[config.mk]
export PLATFORM = sky130hd
export DESIGN_NAME = control_sequencer
export DESIGN_NICKNAME = d
export VERILOG_FILES = /design/src/rtl/control_sequencer.sv
export SDC_FILE = /design/constraint.sdc
export NUM_CORES = 1
export LEC_CHECK = 0
export ABC_AREA = 1
export CAP_MARGIN = 15
export CORE_AREA = 2 2 102 104
export CTS_CLUSTER_SIZE = 16
export DETAILED_ROUTE_END_ITERATION = 10
export DIE_AREA = 0 0 104 106
export PLACE_DENSITY = 0.8
export SYNTH_ARGS = -nofsm -noshare
export SYNTH_HDL_FRONTEND = slang
export SYNTH_SLANG_ARGS = --single-unit
export TNS_END_PERCENT = 30
[constraint.sdc]
create_clock -name clock -period 2.5 [get_ports clock]
set_input_delay 0.375 -clock clock [delete_from_list [all_inputs] [get_ports clock]]
set_output_delay 0.375 -clock clock [all_outputs]
set_load 0.02 [all_outputs]
[src/rtl/control_sequencer.sv]
// Multi-cycle control sequencer: holds the IR, classifies its opcode and gates decoder-bank control words.
// Optional feature: define CU_ILLEGAL_TRAP_EN to make illegal opcodes halt instead of executing as a NOP.
module control_sequencer #(
    parameter int CW_W = 29
) (
    input  logic            clock,
    input  logic            reset,
    input  logic [31:0]     instr_in,
    input  logic            instr_valid,
    output logic            fetch_req,
    output logic [31:0]     instruction,
    output logic [2:0]      op_class,
    output logic [1:0]      state,
    input  logic [CW_W-1:0] dec_cw,
    input  logic [1:0]      dec_ns,
    input  logic [63:0]     dec_k,
    output logic            mem_req,
    input  logic            mem_ready,
    output logic [CW_W-1:0] controlWord,
    output logic [63:0]     K,
    output logic            halted
);

    localparam int PSEL_HI = 28;
    localparam int PSEL_LO = 27;
    localparam int REGW    = 6;
    localparam int RAMW    = 5;
    localparam int DSEL_HI = 4;
    localparam int DSEL_LO = 3;

    localparam logic [2:0] C_ILLEGAL = 3'd0;
    localparam logic [2:0] C_R       = 3'd1;
    localparam logic [2:0] C_I       = 3'd2;
    localparam logic [2:0] C_D       = 3'd3;
    localparam logic [2:0] C_B       = 3'd4;
    localparam logic [2:0] C_CB      = 3'd5;
    localparam logic [2:0] C_IW      = 3'd6;

    typedef enum logic [1:0] {
        FETCH   = 2'd0,
        EXEC    = 2'd1,
        MEMWAIT = 2'd2,
        HALT    = 2'd3
    } fsm_t;

    fsm_t fsm;
    logic legal;
    logic is_mem;
    logic last_step;

    // First match wins; order matters because the opcode fields overlap.
    always_comb begin
        op_class = C_ILLEGAL;
        if (instruction[28:23] == 6'b100010)
            op_class = C_I;
        else if (instruction[28:23] == 6'b100101)
            op_class = C_IW;
        else if (instruction[29:24] == 6'b111000)
            op_class = C_D;
        else if (instruction[28:25] == 4'b0101)
            op_class = C_R;
        else if (instruction[30:26] == 5'b00101)
            op_class = C_B;
        else if (instruction[30:25] == 6'b011010)
            op_class = C_CB;
    end

    assign legal     = (op_class != C_ILLEGAL);
    assign is_mem    = dec_cw[RAMW] || (dec_cw[DSEL_HI:DSEL_LO] == 2'b10);
    assign last_step = (dec_ns == 2'd0);
    assign fetch_req = (fsm == FETCH);

`ifdef CU_ILLEGAL_TRAP_EN
    assign halted = (fsm == HALT);
`else
    assign halted = 1'b0;
`endif

    // Writes and PC advance are only allowed on the completing cycle of a step.
    always_comb begin
        controlWord = '0;
        K           = '0;
        mem_req     = 1'b0;
        case (fsm)
            EXEC: begin
                if (!legal) begin
`ifndef CU_ILLEGAL_TRAP_EN
                    controlWord[PSEL_HI:PSEL_LO] = 2'b01;
`endif
                end else if (is_mem) begin
                    mem_req     = 1'b1;
                    controlWord = dec_cw;
                    K           = dec_k;
                    controlWord[PSEL_HI:PSEL_LO] = 2'b00;
                    controlWord[REGW] = 1'b0;
                    controlWord[RAMW] = 1'b0;
                end else begin
                    controlWord = dec_cw;
                    K           = dec_k;
                    if (!last_step)
                        controlWord[PSEL_HI:PSEL_LO] = 2'b00;
                end
            end
            MEMWAIT: begin
                mem_req     = 1'b1;
                controlWord = dec_cw;
                K           = dec_k;
                if (!mem_ready) begin
                    controlWord[PSEL_HI:PSEL_LO] = 2'b00;
                    controlWord[REGW] = 1'b0;
                    controlWord[RAMW] = 1'b0;
                end else if (!last_step) begin
                    controlWord[PSEL_HI:PSEL_LO] = 2'b00;
                end
            end
            default: ;
        endcase
        // A cycle cut short by reset must not commit anything.
        if (reset) begin
            controlWord[PSEL_HI:PSEL_LO] = 2'b00;
            controlWord[REGW] = 1'b0;
            controlWord[RAMW] = 1'b0;
        end
    end

    always_ff @(posedge clock) begin
        if (reset) begin
            fsm         <= FETCH;
            instruction <= '0;
            state       <= '0;
        end else begin
            case (fsm)
                FETCH: begin
                    if (instr_valid) begin
                        instruction <= instr_in;
                        state       <= '0;
                        fsm         <= EXEC;
                    end
                end
                EXEC: begin
                    if (!legal) begin
`ifdef CU_ILLEGAL_TRAP_EN
                        fsm <= HALT;
`else
                        fsm <= FETCH;
`endif
                    end else if (is_mem) begin
                        fsm <= MEMWAIT;
                    end else if (last_step) begin
                        fsm <= FETCH;
                    end else begin
                        state <= dec_ns;
                    end
                end
                MEMWAIT: begin
                    if (mem_ready) begin
                        if (last_step) begin
                            fsm <= FETCH;
                        end else begin
                            state <= dec_ns;
                            fsm   <= EXEC;
                        end
                    end
                end
                HALT: ;
                default: fsm <= FETCH;
            endcase
        end
    end

endmodule

* Word-level counts from Yosys, hierarchy flattened
Index checks and enable logic that the tools add are counted.
Storage, ports and cells: register bits after elaboration 36, bits in latches 0, memory bits (writable) 0, ROM bits 0, input port bits 131, output and inout bits 133, logic and storage cells 58, memories kept 0
Operators by class: $add $sub $neg 0, multiply operators 0, div/mod/pow operators 0, magnitude comparators 0, eq/ne operators 14, shift operators 0, muxes and demuxes 33, bitwise operators 0, reduce and logical (&&, ||, !) cells 8
Operators by type and width (count):
- 64-bit one-hot mux with 2 select lines | 1
- 64-bit two-way mux | 1
- 29-bit one-hot mux with 2 select lines | 1
- 2-bit two-way mux | 16
- 29-bit two-way mux | 1
- 27-bit two-way mux | 1
- 6-bit == test, second input constant | 3
- 3-bit two-way mux | 6
- 2-bit one-hot mux with 3 select lines | 2
- 2-bit != test, second input constant | 4
- 6-bit by 5-bit == test with 1-bit output, second input constant | 1
- 3-bit nonzero test | 2
- 5-bit by 3-bit == test with 1-bit output, second input constant | 1
- 5-bit AND reduction | 1
- 2-bit == test, second input constant | 2
- 4-bit by 3-bit == test with 1-bit output, second input constant | 1
- 2-bit logical NOT | 2
- 4-bit != test, second input constant | 1
- 4-bit AND reduction | 1
- 1-bit two-way mux | 3
- 2-bit by 1-bit == test with 1-bit output, second input constant | 1
- 1-bit one-hot mux with 2 select lines | 1
- 2-bit AND reduction | 1
- 1-bit logical OR | 1

* Depth between registers and ports, before layout
word-level depth 11, depth in mapped cells 11, mapped depth without buffers 11

* Least setup slack after synthesis
No wires, ideal clock.
path kind reg-to-output, start point register instruction[28], end point output K[53], data arrival time 1.731 ns, required time 2.125 ns, path slack 0.394 ns, stages on the path, launching flop included 11, buffers on the path 2, cells stage by stage dfxtp_1 > inv_1 > nor2_1 > nand3_1 > nand2_1 > inv_1 > nand3_2 > o211ai_2 > buf_6 > buf_6 > nor2_1
Between the ends: cells in the longest elaborated chain, start to end 10, elaborated cells between the ends (all ways) 15, classes of those cells eq/ne: 6; mux: 8; reduce/logical: 1
Ends and longest elaborated chain:
- from (decl) | line 11 | output logic [31:0] instruction,
- from (signal assigned) | line 135 | instruction <= instr_in;
- 6-bit by 5-bit == test with 1-bit output | line 64 | else if (instruction[30:25] == 6'b011010)
- 3-bit two-way mux | line 64
- 3-bit two-way mux | line 62 | else if (instruction[30:26] == 5'b00101)
- 3-bit two-way mux | line 60 | else if (instruction[28:25] == 4'b0101)
- 3-bit two-way mux | line 58 | else if (instruction[29:24] == 6'b111000)
- 3-bit two-way mux | line 56 | else if (instruction[28:23] == 6'b100101)
- 3-bit two-way mux (*) | line 54 | if (instruction[28:23] == 6'b100010)
- 3-bit nonzero test (*) | line 68 | assign legal = (op_class != C_ILLEGAL);
- 64-bit two-way mux (*) | line 86 | if (!legal) begin
- 64-bit one-hot mux with 2 select lines (*) | line 84 | case (fsm)
- to (decl) | line 20 | output logic [63:0] K,
Every way passes the cells marked *; elsewhere a longest branch is shown, timed or not.

* Worst setup path after layout
start point register fsm[1], end point output controlWord[5]
Between the ends: cells in the longest elaborated chain, start to end 3, elaborated cells between the ends (all ways) 4, classes of those cells eq/ne: 2; mux: 2
Ends and longest elaborated chain:
- from (decl) | line 46 | fsm_t fsm;
- from (signal assigned) | line 128 | fsm <= FETCH;
- from (signal assigned) | line 137 | fsm <= EXEC;
- from (signal assigned) | line 145 | fsm <= FETCH;
- 2-bit == test / 2-bit by 1-bit == test with 1-bit output (equally long branches) | line 84
- 29-bit one-hot mux with 2 select lines (*) | line 84
- 2-bit two-way mux (*) | line 119 | if (reset) begin
- to (decl) | line 19 | output logic [CW_W-1:0] controlWord,
Marked as above.

==> results by group <==
Worst setup path
  – CP Launch Point: fsm[1]
  – CP Class: flop to output pin
  – Worst Setup End Kind: output pin
  – Worst path slowest cell: ha_2
  – Worst r2r path cells: 7
  – Worst R2R Start: fsm[1]
  – Worst path max stage delay: 0.41 ns
  – Reg2reg setup slack: 0.83 ns
  – WP data arrival: 1.97 ns
  – CP startpoint kind: flop
  – Data required, critical path: 2.12 ns
  – Cell Chain, Critical Path: inv_1 -> ha_2 -> nand2_1 -> inv_1 -> nand2_1 -> nor2_1 -> dlygate4sd2_1
  – Max FO, Critical Path: 5
  – Worst flop-to-flop path endpoint: instruction[3]

STA
  – Final Skew: 0.004114 ns
  – Setup_tns: 0 ns
  – Final Max Slew Viols: 0
  – Post-route minimum period: 2.341 ns
  – Final hold vios: 0
  – RSZ-0062 raised after global routing: false
  – Number of setup violations in the final report: 0
  – Fmax: 0.4272 GHz
  – Period utilization: 0.9363

Clocking
  – CTS buffer count: 5
  – Clock root buffer: clkbuf_8
  – CTS Sinks: 36
  – Clk_lat worst skew: 0.29 ns
  – Worst-path clk slew: 0.07 ns
  – H-tree levels: 2
  – Clock Path Buffers: 2
  – TritonCTS clock tree: yes

Run
  – Maxcap violations: 0

Drt
  – Final WL: 11550 microns
  – Drt drc: 0
  – Via count of the routed design: 3477
  – Met3 routed WL: 988 microns
  – 1st-iter DRT viols: 156
  – 1st-pass router iterations: 4
  – Met2 Wirelength: 5637 microns
  – M1 WL: 4514 microns
  – Uppermost layer routed: met5
  – Routed Antenna Nets: 0
  – Vias/cell: 4.235
  – DR WL/cell: 14.07 microns

Cells and area
  – Leading cell type in the layout, fill and taps excluded: clkdlybuf4s50_1
  – Share of cells above drive strength 1: 0.1827
  – Synthesis-to-layout area growth: 112.4%
  – Final Cell Area: 0.004912 sq mm
  – Final #Nets: 818
  – Leading cell types in the layout, fill and taps excluded: clkdlybuf4s50_1, nor2_1, inv_1, clkbuf_2, o21ai_0
  – Fillers: 1031
  – Final core occ: 0.4912

Floorplan
  – Core area: 0.01000 sq mm
  – Num ports: 264
  – Die Span Y: 106 microns
  – Area of the die: 0.01102 sq mm
  – Initial core utilization: 0.2312
  – # rows: 37
  – Die width: 104 microns

Placed design
  – RePlAce Congestion: 0.8318
  – DP Area: 0.005130 sq mm
  – DP Wirelength: 9700 microns
  – Buffers on Ports: 262

Synth
  – Yosys Warn Count: 0
  – Seq cells post-synth: 36
  – Avg Cell Area, Syn: 5.545 sq um
  – Seq/Total Area, Yosys: 0.3117
  – Post-synth net total: 552
  – Mapped Area: 0.002312 sq mm
  – Post-synth cell types: 19
  – Synth Instances: 417

Global routing
  – Number of global-route vias before repair: 3478
  – Grt total ovfl: 0
  – Gr usage total: 0.2007
  – First-pass GRT wire length: 17640 microns
  – Initial antenna violation count: 3
  – Largest net degree at the start of global routing: 37

Power
  – VDD IR max: 0.6535 mV
  – Power Dens Cells: 601.1 mW/mm^2
  – P_leak: 2.677 nW

Worst hold path
  – Hold wc startpoint: instruction[12]
  – Worst Hold Depth: 2
  – Hold Crit Endpoint: instruction[12]
  – Hold crit path type: flop to flop

Outcome
  – Status: finished, final reports clean
==> kinds of logic (layout without fill, tap and decap cells) <==
family                     Yosys count  in the layout  share of synthesized area
AOI/OAI and AO/OA                   47             47                     0.1061
other                                1              2                   0.001622
DFF                                 36             36                     0.3117
buffers and inverters              128            395                     0.2197
and+or+nand+nor                    201            201                     0.3393
adders and majority gates            4              4                    0.02165
==> synthesized netlist by cell type <==
master    count  area share
buf_4         1      0.0032
buf_6         2      0.0097
nor2_2        1      0.0027
dfxtp_1      36        0.31
a21boi_0      1      0.0032
nand3_2       1      0.0043
nand4_1       2      0.0054
buf_2         7       0.015
clkbuf_1      9       0.015
nor2_1      162        0.26
nand2_1      22       0.036
nand3_1      13       0.028
a21oi_1       8       0.017
o211ai_2      1      0.0054
inv_1       107        0.17
o21ai_0      37       0.080
ha_1          4       0.022
conb_1        1      0.0016
clkinv_1      2      0.0032
==> where the power goes <==
part	total, W	internal [W]	switching, W
Clock	0.000501	0.000296	0.000205
Sequential	0.000808	0.000716	0.0000920
Combinational	0.00164	0.000731	0.000913
==> sequential cells by signal, indices dropped and copies added (netlist names) <==
| signal | count |
|---|---|
| state | 2 |
| instruction | 32 |
| fsm | 2 |
==> worst max path at each step <==
stage	end
5_1_grt	K[58]
2_1_floorplan	K[53]
3_3_place_gp	controlWord[27]
6_report	controlWord[5]
3_5_place_dp	controlWord[27]
4_1_cts	K[36]
==> final cells by class <==
class | instances | area (sq um) | share of cell area
inverter | 109 | 409.1 | 0.08329
antenna | 1 | 2.502 | 0.0005094
multi-input combinational | 253 | 1112 | 0.2264
timing repair buffer | 278 | 2385 | 0.4855
clock inverter | 2 | 35.03 | 0.007132
sequential | 36 | 725.7 | 0.1477
clock buffer | 6 | 72.57 | 0.01477
tap | 136 | 170.2 | 0.03464
==> what timing repair did <==
action	in CTS	in global routing
hold buffers	0	0
resized for setup	206	105
gates cloned	2	0
pin swaps	2	2
setup endpoints to repair	94	94
setup buffers	2	0
==> metal layers <==
metal | vias to the layer above | GRT usage
met1 | 1553 | 0.2099
met4 | 4 | 0.08012
met3 | 27 | 0.07296
met2 | 165 | 0.3656
met5 | - | 0
li1 | 1728 | -
==> worst max-delay path: cells and delay by family (launching register included) <==
kind,cells,cell delay [ns]
buf+inv,3,0.60
simple gates,3,0.30
flops,1,0.37
fa+ha+maj,1,0.41
==> stage by stage <==
stage                     power, W  hold WS, ns  cells  setup WS [ns]
after detailed placement  0.002487       0.4792    808        -0.1295
after global routing      0.003164       0.5172    821        0.01469
after CTS                 0.002997       0.4945    820       0.001614
final                     0.002953       0.4899    821         0.1592
after floorplan           0.001627       0.5415    417         0.3940
after global placement    0.002448       0.4644    808        -0.1036
(Power assumes the default switching activity.)
